**config.mk**
```make
export PLATFORM = sky130hd
export DESIGN_NAME = riscv_wb_arbiter_flat
export DESIGN_NICKNAME = d
export VERILOG_FILES = /design/src/rtl/riscv_wb_arbiter_if.sv /design/src/rtl/riscv_wb_arbiter.sv /design/src/flat_wrapper.sv
export SDC_FILE = /design/constraint.sdc
export NUM_CORES = 1
export LEC_CHECK = 0
export BUFFER_PORTS_ARGS = -buffer_cell sky130_fd_sc_hd__buf_2
export CAP_MARGIN = 10
export CORE_MARGIN = 5
export CORE_UTILIZATION = 33
export DETAILED_ROUTE_END_ITERATION = 12
export GPL_TIMING_DRIVEN = 0
export SYNTH_ARGS = -nofsm -noshare
export SYNTH_HDL_FRONTEND = slang
export SYNTH_SLANG_ARGS = --single-unit
```
**constraint.sdc**
```tcl
create_clock -name clk -period 4.4 [get_ports clk]
set_input_delay 0.88 -clock clk [delete_from_list [all_inputs] [get_ports clk]]
set_output_delay 0.88 -clock clk [all_outputs]
set_load 0.02 [all_outputs]
```
**src/rtl/riscv_wb_arbiter_if.sv**
```systemverilog
`default_nettype none
// ============================================================================
//  Module   : riscv_wb_arbiter_if
//  Purpose  : Bundles the writeback arbiter's bus-side signals: two requester
//             handshakes (ALU on port 0, load/store on port 1), the global
//             hold, the register-file write port, the hazard lookup and the
//             stall counter.
//  Modports : slave  - the arbiter (receives requests, drives the write port)
//             master - the surrounding pipeline / testbench
//  Revision : 1.0  initial release
// ============================================================================
interface riscv_wb_arbiter_if #(
  parameter int ADDR_WIDTH = 5,
  parameter int DATA_WIDTH = 32
);
  // Port 0: ALU writeback
  logic                  req0_valid;
  logic                  req0_ready;
  logic [ADDR_WIDTH-1:0] req0_addr;
  logic [DATA_WIDTH-1:0] req0_data;
  // Port 1: load/store writeback
  logic                  req1_valid;
  logic                  req1_ready;
  logic [ADDR_WIDTH-1:0] req1_addr;
  logic [DATA_WIDTH-1:0] req1_data;
  // Global hold
  logic                  wb_hold;
  // Register-file write port
  logic                  wr_en;
  logic [ADDR_WIDTH-1:0] wr_addr;
  logic [DATA_WIDTH-1:0] wr_data;
  // Hazard lookup
  logic [ADDR_WIDTH-1:0] rd_addrA;
  logic [ADDR_WIDTH-1:0] rd_addrB;
  logic                  haz_a;
  logic                  haz_b;
  // Statistics
  logic [15:0]           stall_cnt;

  modport slave (
    input  req0_valid, req0_addr, req0_data,
    output req0_ready,
    input  req1_valid, req1_addr, req1_data,
    output req1_ready,
    input  wb_hold,
    output wr_en, wr_addr, wr_data,
    input  rd_addrA, rd_addrB,
    output haz_a, haz_b,
    output stall_cnt
  );

  modport master (
    output req0_valid, req0_addr, req0_data,
    input  req0_ready,
    output req1_valid, req1_addr, req1_data,
    input  req1_ready,
    output wb_hold,
    input  wr_en, wr_addr, wr_data,
    output rd_addrA, rd_addrB,
    input  haz_a, haz_b,
    input  stall_cnt
  );
endinterface
`default_nettype wire

```
**src/rtl/riscv_wb_arbiter.sv**
```systemverilog
`default_nettype none
// ============================================================================
//  Module   : riscv_wb_arbiter
//  Purpose  : Two-port round-robin arbiter in front of a single register-file
//             write port. Grants are combinational (ready in the same cycle as
//             valid); the winning request is written one cycle later. Writes
//             to register 0 complete the handshake but are dropped. Also
//             reports read-after-write hazards for two read ports and counts
//             cycles in which some requester was left waiting.
//  Ports    : clk  - clock, rising edge
//             nrst - asynchronous active-low reset
//             bus  - riscv_wb_arbiter_if.slave (requests, write port,
//                    hazard lookup, stall counter)
//  Revision : 1.0  initial release
// ============================================================================
module riscv_wb_arbiter #(
  parameter int ADDR_WIDTH = 5,
  parameter int DATA_WIDTH = 32
) (
  input  wire                 clk,
  input  wire                 nrst,
  riscv_wb_arbiter_if.slave   bus
);

  localparam logic c_PORT0 = 1'b0;
  localparam logic c_PORT1 = 1'b1;
  localparam logic [15:0] c_STALL_MAX = 16'hFFFF;

  logic                  r_last_grant;
  logic                  r_wr_en;
  logic [ADDR_WIDTH-1:0] r_wr_addr;
  logic [DATA_WIDTH-1:0] r_wr_data;
  logic [15:0]           r_stall_cnt;

  logic                  w_grant0;
  logic                  w_grant1;
  logic                  w_stall;

  // Port 0 wins when alone or when port 1 was the last one served; port 1
  // is the mirror image. nrst gates both so nothing is accepted in reset.
  assign w_grant0 = nrst && !bus.wb_hold && bus.req0_valid &&
                    (!bus.req1_valid || (r_last_grant == c_PORT1));
  assign w_grant1 = nrst && !bus.wb_hold && bus.req1_valid &&
                    (!bus.req0_valid || (r_last_grant == c_PORT0));

  assign bus.req0_ready = w_grant0;
  assign bus.req1_ready = w_grant1;

  assign w_stall = (bus.req0_valid && !w_grant0) ||
                   (bus.req1_valid && !w_grant1);

  // A read address hits if a write to it is in flight in any stage: about
  // to be written (wr_en) or still waiting at either requester.
  function automatic logic f_hazard(input logic [ADDR_WIDTH-1:0] rd);
    f_hazard = (rd != '0) &&
               ((r_wr_en        && (r_wr_addr     == rd)) ||
                (bus.req0_valid && (bus.req0_addr == rd)) ||
                (bus.req1_valid && (bus.req1_addr == rd)));
  endfunction

  assign bus.haz_a = f_hazard(bus.rd_addrA);
  assign bus.haz_b = f_hazard(bus.rd_addrB);

  always_ff @(posedge clk or negedge nrst) begin
    if (!nrst) begin
      r_last_grant <= c_PORT1;
      r_wr_en      <= 1'b0;
      r_wr_addr    <= '0;
      r_wr_data    <= '0;
      r_stall_cnt  <= '0;
    end else begin
      r_wr_en <= 1'b0;
      if (w_grant0) begin
        r_last_grant <= c_PORT0;
        // Register 0 is hard-wired: handshake completes, write is dropped.
        if (bus.req0_addr != '0) begin
          r_wr_en   <= 1'b1;
          r_wr_addr <= bus.req0_addr;
          r_wr_data <= bus.req0_data;
        end
      end else if (w_grant1) begin
        r_last_grant <= c_PORT1;
        if (bus.req1_addr != '0) begin
          r_wr_en   <= 1'b1;
          r_wr_addr <= bus.req1_addr;
          r_wr_data <= bus.req1_data;
        end
      end

      if (w_stall && (r_stall_cnt != c_STALL_MAX)) begin
        r_stall_cnt <= r_stall_cnt + 16'd1;
      end
    end
  end

  assign bus.wr_en     = r_wr_en;
  assign bus.wr_addr   = r_wr_addr;
  assign bus.wr_data   = r_wr_data;
  assign bus.stall_cnt = r_stall_cnt;

endmodule
`default_nettype wire

```
**src/flat_wrapper.sv**
```systemverilog
// flat-port wrapper written by rule: the top's interface ports become plain ports
module riscv_wb_arbiter_flat 
#(
  parameter int ADDR_WIDTH = 5,
  parameter int DATA_WIDTH = 32
)
  (clk, nrst, bus_req0_valid, bus_req0_addr, bus_req0_data, bus_req0_ready, bus_req1_valid, bus_req1_addr, bus_req1_data, bus_req1_ready, bus_wb_hold, bus_wr_en, bus_wr_addr, bus_wr_data, bus_rd_addrA, bus_rd_addrB, bus_haz_a, bus_haz_b, bus_stall_cnt);
  riscv_wb_arbiter_if #(.ADDR_WIDTH(ADDR_WIDTH), .DATA_WIDTH(DATA_WIDTH)) bus_i ();
  input  wire clk;
  input  wire nrst;
  input wire logic [$bits(bus_i.req0_valid)-1:0] bus_req0_valid;
  input wire logic [$bits(bus_i.req0_addr)-1:0] bus_req0_addr;
  input wire logic [$bits(bus_i.req0_data)-1:0] bus_req0_data;
  output wire logic [$bits(bus_i.req0_ready)-1:0] bus_req0_ready;
  input wire logic [$bits(bus_i.req1_valid)-1:0] bus_req1_valid;
  input wire logic [$bits(bus_i.req1_addr)-1:0] bus_req1_addr;
  input wire logic [$bits(bus_i.req1_data)-1:0] bus_req1_data;
  output wire logic [$bits(bus_i.req1_ready)-1:0] bus_req1_ready;
  input wire logic [$bits(bus_i.wb_hold)-1:0] bus_wb_hold;
  output wire logic [$bits(bus_i.wr_en)-1:0] bus_wr_en;
  output wire logic [$bits(bus_i.wr_addr)-1:0] bus_wr_addr;
  output wire logic [$bits(bus_i.wr_data)-1:0] bus_wr_data;
  input wire logic [$bits(bus_i.rd_addrA)-1:0] bus_rd_addrA;
  input wire logic [$bits(bus_i.rd_addrB)-1:0] bus_rd_addrB;
  output wire logic [$bits(bus_i.haz_a)-1:0] bus_haz_a;
  output wire logic [$bits(bus_i.haz_b)-1:0] bus_haz_b;
  output wire logic [$bits(bus_i.stall_cnt)-1:0] bus_stall_cnt;
  assign bus_i.req0_valid = bus_req0_valid;
  assign bus_i.req0_addr = bus_req0_addr;
  assign bus_i.req0_data = bus_req0_data;
  assign bus_req0_ready = bus_i.req0_ready;
  assign bus_i.req1_valid = bus_req1_valid;
  assign bus_i.req1_addr = bus_req1_addr;
  assign bus_i.req1_data = bus_req1_data;
  assign bus_req1_ready = bus_i.req1_ready;
  assign bus_i.wb_hold = bus_wb_hold;
  assign bus_wr_en = bus_i.wr_en;
  assign bus_wr_addr = bus_i.wr_addr;
  assign bus_wr_data = bus_i.wr_data;
  assign bus_i.rd_addrA = bus_rd_addrA;
  assign bus_i.rd_addrB = bus_rd_addrB;
  assign bus_haz_a = bus_i.haz_a;
  assign bus_haz_b = bus_i.haz_b;
  assign bus_stall_cnt = bus_i.stall_cnt;
  riscv_wb_arbiter #(.ADDR_WIDTH(ADDR_WIDTH), .DATA_WIDTH(DATA_WIDTH)) u_core (.clk(clk), .nrst(nrst), .bus(bus_i));
endmodule
```
# Word-level counts from Yosys, hierarchy flattened
# Index checks and enable logic that the tools add are counted.
[classes]
add_sub_neg = 1
mul = 0
div = 0
magnitude_cmp = 0
n_eq_ne = 8
n_shift = 0
muxes = 14
bitwise_logic = 1
n_reduce_logical = 35
[op_table]
columns = ["cell", "count"]
rows = [
  ["two-way mux 32 bit", 4],
  ["== test 5 bit", 6],
  ["two-way mux 5 bit", 4],
  ["nonzero test 5 bit", 4],
  ["adder 16 x 1 -> 16 bit (second input constant)", 1],
  ["logical AND 1 bit", 16],
  ["!= test 16 bit (second input constant)", 1],
  ["logical OR 1 bit", 7],
  ["two-way mux 1 bit", 6],
  ["logical NOT 1 bit", 5],
  ["nonzero test 2 bit", 2],
  ["AND reduction 3 bit", 1],
  ["!= test 2 bit (second input constant)", 1],
  ["inverter 1 bit", 1],
]
[word_totals]
regBits = 55
latch_bits = 0
mem_bits_rw = 0
romBits = 0
in_bits = 89
elab_cells = 64
n_memories = 0

# Longest topological paths before layout
# Gate-level depths: netlist (run 1).
[depth]
depth_word = 8
ltp_mapped = 8

# Least setup slack after synthesis (run 1)
# No wires, ideal clock.
[synth_path]
kind = "in2out"
from = "in bus_req1_addr[3]"
to = "out bus_haz_a"
t_arrival_ps = 1835
required_time_ps = 3520
setup_slack_ps = 1685
path_stages = 5
path_cell_list = "xor2_1 -> nor4_1 -> and3_1 -> a31oi_1 -> a21oi_1"
[synth_between]
elab_chain_len = 4
[synth_rtl]
columns = ["item", "line", "source"]
rows = [
  ["from (decl)", "flat_wrapper.sv:16", "input wire logic [$bits(bus_i.req1_addr)-1:0] bus_req1_addr;"],
  ["== test 5 bit", "riscv_wb_arbiter.sv:58", "(bus.req1_valid && (bus.req1_addr == rd)));"],
  ["logical AND 1 bit", "riscv_wb_arbiter.sv:58", ""],
  ["logical OR 1 bit", "riscv_wb_arbiter.sv:57", "(bus.req0_valid && (bus.req0_addr == rd)) ||"],
  ["logical AND 1 bit", "riscv_wb_arbiter.sv:55", "f_hazard = (rd != '0) &&"],
  ["to (decl)", "flat_wrapper.sv:25", "output wire logic [$bits(bus_i.haz_a)-1:0] bus_haz_a;"],
]
# No other way between the ends.

# Worst setup path in the final report (run 1)
[layout_path]
from = "in nrst"
to = "out bus_req0_ready"
[layout_between]
elab_chain_len = 3
[layout_rtl]
columns = ["item", "line", "source"]
rows = [
  ["from (decl)", "flat_wrapper.sv:10", "input wire nrst;"],
  ["logical AND 1 bit (3 in a row)", "riscv_wb_arbiter.sv:41", "assign w_grant0 = nrst && !bus.wb_hold && bus.req0_valid &&"],
  ["to (decl)", "flat_wrapper.sv:14", "output wire logic [$bits(bus_i.req0_ready)-1:0] bus_req0_ready;"],
]
# No other way between the ends.

==> results of run 1 <==
==> metal layers <==
layer  track usage [%]  wire, um  vias to the layer above
met5                 0         0                        -
met4              4.38       131                        0
met3              2.79       532                       11
met2              24.2      3950                       99
met1              19.4      3860                     1250
li1                  -         -                     1329
==> logic make-up after synthesis <==
group                      after synthesis
AOI/OAI and AO/OA                       53
xor gates and xnor gates                45
adders and majority gates                1
buffers and inverters                   15
DFF                                     55
muxes                                   38
and+or+nand+nor                         87
==> worst paths after layout <==
check	from	depth (start not counted)	slack, ns	endpoint
setup / recovery	nrst	7	0.88	bus_req0_ready
hold / removal	u_core.bus.stall_cnt[15]$_DFFE_PN0P_	1	0.50	u_core.bus.stall_cnt[15]$_DFFE_PN0P_
setup reg to reg	u_core.r_last_grant$_DFFE_PN1P_	7	2.47	u_core.bus.wr_data[11]$_DFFE_PN0P_
hold reg to reg	u_core.bus.stall_cnt[15]$_DFFE_PN0P_	1	0.50	u_core.bus.stall_cnt[15]$_DFFE_PN0P_
max in group asynchronous	nrst	2	3.27	u_core.r_last_grant$_DFFE_PN1P_
min in group asynchronous	nrst	1	0.52	u_core.bus.wr_data[2]$_DFFE_PN0P_
==> metrics by stage <==
stage | hold slack (ns) | util [%] | area, sq um | instances | power, uW
2_1_floorplan | 0.509 | - | 3080 | 294 | 1120
3_3_place_gp | 0.482 | 43.0 | 3940 | 550 | 1360
3_5_place_dp | 0.488 | 43.3 | 3960 | 551 | 1370
4_1_cts | 0.504 | 44.3 | 4050 | 559 | 1670
5_1_grt | 0.540 | 44.3 | 4050 | 559 | 1760
6_report | 0.503 | 44.3 | 4050 | 559 | 1650
==> placed cells by master, fill, tap and decap left out, drive strengths merged, types with 4 or more instances in the layout <==
cell    Yosys  final
xor2       31     31
xnor2      14     14
nand4       6      6
nand2       8      8
mux2i      37     37
and3        5      5
nand3       8      8
dfrtp      54     54
nor4        6      6
nor2       47     47
clkbuf      4      9
or4         4      4
buf        10    156
a21oi      41     41
==> where the power goes <==
| group | internal, uW | switching, uW | leakage (uW) |
|---|---|---|---|
| registers | 625 | 112 | 0.000638 |
| logic | 249 | 367 | 0.00117 |
| clock network | 115 | 178 | 0.0000461 |
| total | 989 | 656 | 0.00185 |
==> registers in the layout, indices dropped and copies added (netlist names) <==
register / count
u_core.bus.wr_addr: 5
u_core.bus.wr_data: 32
u_core.r_last_grant: 1
u_core.bus.wr_en: 1
u_core.bus.stall_cnt: 16
==> cell type report <==
cell class / instances / share of cell area, %
buffer: 14 / 2.75
clock buffer: 5 / 1.70
clock inverter: 3 / 0.587
inverter: 1 / 0.0926
multi-input combinational: 224 / 39.1
sequential: 55 / 34.0
tap: 111 / 3.43
timing repair buffer: 146 / 18.4
==> impl_metrics.toml, run 1 <==
[outcome]
outcome = "complete, no violations"

[yosys]
synth_commonest_cells = "54 x dfrtp_1, 37 x mux2i_1, 35 x nor2_1"
synth_edf_count = 0
syn_nets = 384
synthSimpleGateAreaFrac_pct = 14.1
yosysUniqueCellTypes = 35
synth_xor_area_share_pct = 12.8
netlist.area_leader.share_pct = 43.9
synth_top_area_cell = "dfrtp_1"
yosysSeqAreaShare_pct = 44.8
ys_seq_elements = 55
syn_avg_cell_area_sq_um = 10.5
async_reset_ff_share_pct = 100
synth_most_common_cell = "dfrtp_1"
synth_fa_ha_area_share_pct = 0.407
netlist_top_cells_area = "dfrtp_1 44%, mux2i_1 12%, xor2_1 8.8%"
syn_area_sq_mm = 0.00308
yosysWarnings = 0
synth_top_family_by_area = "simple AND/OR/NAND/NOR gates"
synth_ff_type = "dfrtp_1"
syn_inst = 294
synth_compound_area_share_pct = 11.8
synthMuxAreaShare_pct = 12.4

[detailed_routing]
drtPass1Iterations = 4
via_count = 2689
drt-total-wl_mm = 8.48
wl_per_cell_um = 15.2
drt.antenna.violating_nets = 0
avgViaCountPerCell = 4.81
drc = 0
drt_first_iter_violations = 71

[floorplan]
start_util_pct = 33.6
core-area_sq_mm = 0.00915
die_area_sq_mm = 0.0113
io_pins = 147
rows = 35
dieHeight_um = 107
die_w_um = 107

[global_routing]
gr-total-overflow = 0
grt_pass1_vias = 2706
antenna_found_initial = 0
grt_util_all_layers_pct = 14.6
grt_pass1_wl_mm = 13.6
grt_max_degree = 37

[worst_setup_path]
crit_buf_inv = 5
path_class = "in -> out"
max_stage_delay_ns = 0.40
slowest_stage = "buf_2"
critPathMaxFanout = 36
required_ns = 3.52
path_cells = "buf_2 -> buf_12 -> and2b_2 -> and3_1 -> clkbuf_1 -> buf_2 -> buf_2"
crit_top_cell = "buf_2"
worstSetupStartpointType = "primary input"
critPathTopFamily = "buffers and inverters"
crit_arrival_ns = 2.64
endpoint_kind = "primary output"

[timing]
setup_ws_ns = 0.878
fin_crit_ns = 3.52
finClkSkew_ns = 0.0120
hold_viol = 0
max_slew.worst_pin.slew_ns = 0.555
fmaxAchievable_ghz = 0.284
tns_ns = 0
slew_viol_final = 0
maxSlewHeadroom_pct = 63.0
finalCritPeriodShare_pct = 80.0
grt_setup_unrepaired = "no"
setup_viol = 0

[place]
place_ws_ns = 0.798
placement.io_buffers = 145
dpl.hpwl_mm = 6.80
gp_congestion = 0.917

[clocking]
clkSinkCount = 55
cts_max_level = 2
cts-root-buf = "clkbuf_8"
clk_path_buf_depth = 2
cts-hold-fix-buffers = 0
post_cts_resized = 0
insertion_delay_ns = 0.31
post-cts-setup-buffer-count = 0
cts.clk_slew.worst_paths_ns = 0.11
cts_tree = "built"
numCtsBuffers = 5

[layout]
drive_gt1_share_pct = 44.0
regArea_sq_mm = 0.00138
fill_cells = 925
antenna_cells = 0
fin_nets = 537
area_delta_synth_final_pct = 31.8
multiInputGateArea_sq_mm = 0.00158

[power_and_ir_drop]
p_leak_uw = 0.00185
vdd_ir_drop_max_v = 0.000154
p_per_area_mw_per_mm2 = 406

[min_path]
hold_class = "reg -> reg"

[run]
maxCapViolations = 0
No activity file was read; power rests on OpenSTA's default activity.
==> inputs of run 2 (changes only) <==
--- a/config.mk
+++ b/config.mk
@@ -5,6 +5,7 @@
 export SDC_FILE = /design/constraint.sdc
 export NUM_CORES = 1
 export LEC_CHECK = 0
+export ABC_AREA = 1
 export BUFFER_PORTS_ARGS = -buffer_cell sky130_fd_sc_hd__buf_2
 export CAP_MARGIN = 10
 export CORE_MARGIN = 5
==> constraint.sdc (replaced) <==
create_clock -name clk -period 3.35 [get_ports clk]
set_input_delay 0.67 -clock clk [delete_from_list [all_inputs] [get_ports clk]]
set_output_delay 0.67 -clock clk [all_outputs]
set_load 0.02 [all_outputs]
==> run 2 against run 1 <==
  * Sequential share of layout area fell by 4.0 points
  * Largest cell class unchanged
  * Core utilization fell by 1.5 points
  * Synthesized cell count rose by 96%
  * Synthesized area is 16% higher
  * Count of clock-buffer cells in the layout grew 1
  * Clock skew is 0.0021 ns lower
  * Cell area up 14%
  * Register-to-register slack worse by 0.93 ns
  * Non-clock buffer count is 7 higher
  * Worst setup slack worse by 0.48 ns
  * Global-route usage up 2.7 points
==> impl_metrics.toml, run 2 <==
[power_and_ir_drop]
p_sw_uw = 875
p_seq_share_pct = 42.3
pwr-share-comb_pct = 37.7
swShare_pct = 39.5
p_leak_uw = 0.00280
vdd_ir_drop_max_v = 0.000242
clkPwrFrac_pct = 20.0
p_per_area_mw_per_mm2 = 481
p_int_uw = 1340
power_uw = 2210

[detailed_routing]
avgViaCountPerCell = 4.57
via_count = 3979
drc = 0
wl_per_cell_um = 13.0
drtPass1Iterations = 5
drt.antenna.violating_nets = 0
drt-total-wl_mm = 11.3
drt_first_iter_violations = 176

[timing]
setup_ws_ns = 0.395
max_slew.worst_pin.slew_ns = 0.637
tns_ns = 0
slew_viol_final = 0
finClkSkew_ns = 0.00992
maxSlewHeadroom_pct = 57.5
fmaxAchievable_ghz = 0.338
fin_crit_ns = 2.96
grt_setup_unrepaired = "no"
setup_viol = 0
finalCritPeriodShare_pct = 88.2
hold_viol = 0

[yosys]
synth_commonest_cells = "332 x nand2_1, 54 x dfrtp_1, 51 x nand3_1"
synth_top_area_cell = "dfrtp_1"
synth_edf_count = 0
syn_avg_cell_area_sq_um = 6.20
synth_most_common_cell = "nand2_1"
netlist.area_leader.share_pct = 37.8
yosysSeqAreaShare_pct = 38.6
syn_nets = 666
synth_ff_type = "dfrtp_1"
syn_inst = 576
netlist_top_cells_area = "dfrtp_1 38%, nand2_1 35%, nand3_1 7.1%"
ys_seq_elements = 55
yosysUniqueCellTypes = 25
syn_area_sq_mm = 0.00357
yosysWarnings = 0
async_reset_ff_share_pct = 100

[clocking]
cts_tree = "built"
clkSinkCount = 55
cts.clk_slew.worst_paths_ns = 0.10
insertion_delay_ns = 0.31
cts-root-buf = "clkbuf_8"
clk_path_buf_depth = 2
numCtsBuffers = 5
cts-hold-fix-buffers = 0
post-cts-setup-buffer-count = 0
cts_max_level = 2
post_cts_resized = 0

[place]
gp_congestion = 0.890
placement.io_buffers = 146
dpl.hpwl_mm = 8.98
place_ws_ns = 0.317

[layout]
largest_reg_flops = 32
antenna_cells = 0
mostFrequentLayoutCell = "nand2_1"
multiInputGateArea_sq_mm = 0.00192
final_cell_mix = "332 x nand2_1, 157 x buf_2, 54 x dfrtp_1, 51 x nand3_1"
regArea_sq_mm = 0.00138
fin_nets = 820
area_delta_synth_final_pct = 28.8
utilization_pct = 42.8
drive_gt1_share_pct = 24.0
fill_cells = 1217

[global_routing]
antenna_found_initial = 0
grt_pass1_vias = 3801
grt_pass1_wl_mm = 18.4
gr-total-overflow = 0
grt_max_degree = 33
grt_util_all_layers_pct = 17.3

[worst_setup_path]
crit_arrival_ns = 2.29
endpoint_kind = "primary output"
worstSetupStartpointType = "primary input"
path_class = "in -> out"
r2r_cells = 9
critPathMaxFanout = 25
required_ns = 2.68

[min_path]
hold_class = "in -> async"

[floorplan]
core-area_sq_mm = 0.0107
start_util_pct = 33.2
rows = 38
dieHeight_um = 114
io_pins = 147
die_w_um = 114
die_area_sq_mm = 0.0130

[run]
maxCapViolations = 0

[outcome]
outcome = "complete, no violations"
[run 2: cell type report]
| class | instances | share of cell area (%) |
|---|---|---|
| clock inverter | 1 | 0.653 |
| timing repair buffer | 147 | 16.3 |
| multi-input combinational | 461 | 41.8 |
| inverter | 40 | 3.26 |
| tap | 140 | 3.81 |
| sequential | 55 | 29.9 |
| clock buffer | 6 | 1.58 |
| buffer | 20 | 2.61 |
[run 2: logic make-up (layout without fill, tap and decap cells)]
kind of cell,after synthesis,after routing,share of synthesized area [%]
fa+ha+maj,1,1,0.350
simple gates,434,434,48.6
flops,55,55,38.6
buf+inv,60,214,7.57
xor+xnor,8,8,1.96
compound gates,18,18,2.94
[run 2: stage by stage]
step	hold WS, ns	instances	instance area, sq um
after global routing	0.386	870	4600
after floorplan	0.374	576	3570
after detailed placement	0.475	863	4500
after CTS	0.376	870	4600
after global placement	0.473	862	4480
final	0.360	870	4600
[run 2: worst paths after layout]
kind	from	endpoint	slack [ns]
min in group clk	u_core.r_last_grant$_DFFE_PN1P_	u_core.r_last_grant$_DFFE_PN1P_	0.49
hold reg to reg	u_core.r_last_grant$_DFFE_PN1P_	u_core.r_last_grant$_DFFE_PN1P_	0.49
setup / recovery	nrst	bus_req0_ready	0.39
hold / removal	nrst	u_core.bus.stall_cnt[6]$_DFFE_PN0P_	0.36
max in group asynchronous	nrst	u_core.bus.wr_data[11]$_DFFE_PN0P_	2.39
setup reg to reg	u_core.bus.stall_cnt[0]$_DFFE_PN0P_	u_core.bus.stall_cnt[12]$_DFFE_PN0P_	1.54
[run 2: power groups by stage]
stage	combinational, uW	sequential [uW]	clock (uW)
floorplan	338	1110	0
global placement	837	947	0
detailed placement	847	945	0
CTS	849	936	461
global route	934	959	494
finish	835	936	443
[run 2: worst max-delay path, stage by stage]
cell     delay, ns
buf_2         0.50
inv_1         0.09
nor2_1        0.18
nand2_2       0.18
inv_2         0.21
buf_2         0.24
buf_2         0.20
[run 2: metal layers]
layer / up-vias / wire [um] / track usage, % / part of all wire, %
met2: 132 / 5080 / 27.1 / 45
met4: 0 / 70 / 3.48 / 0.62
met5: - / 0 / 0 / 0
li1: 2071 / - / - / -
met3: 6 / 944 / 4.62 / 8.4
met1: 1770 / 5180 / 24.3 / 46
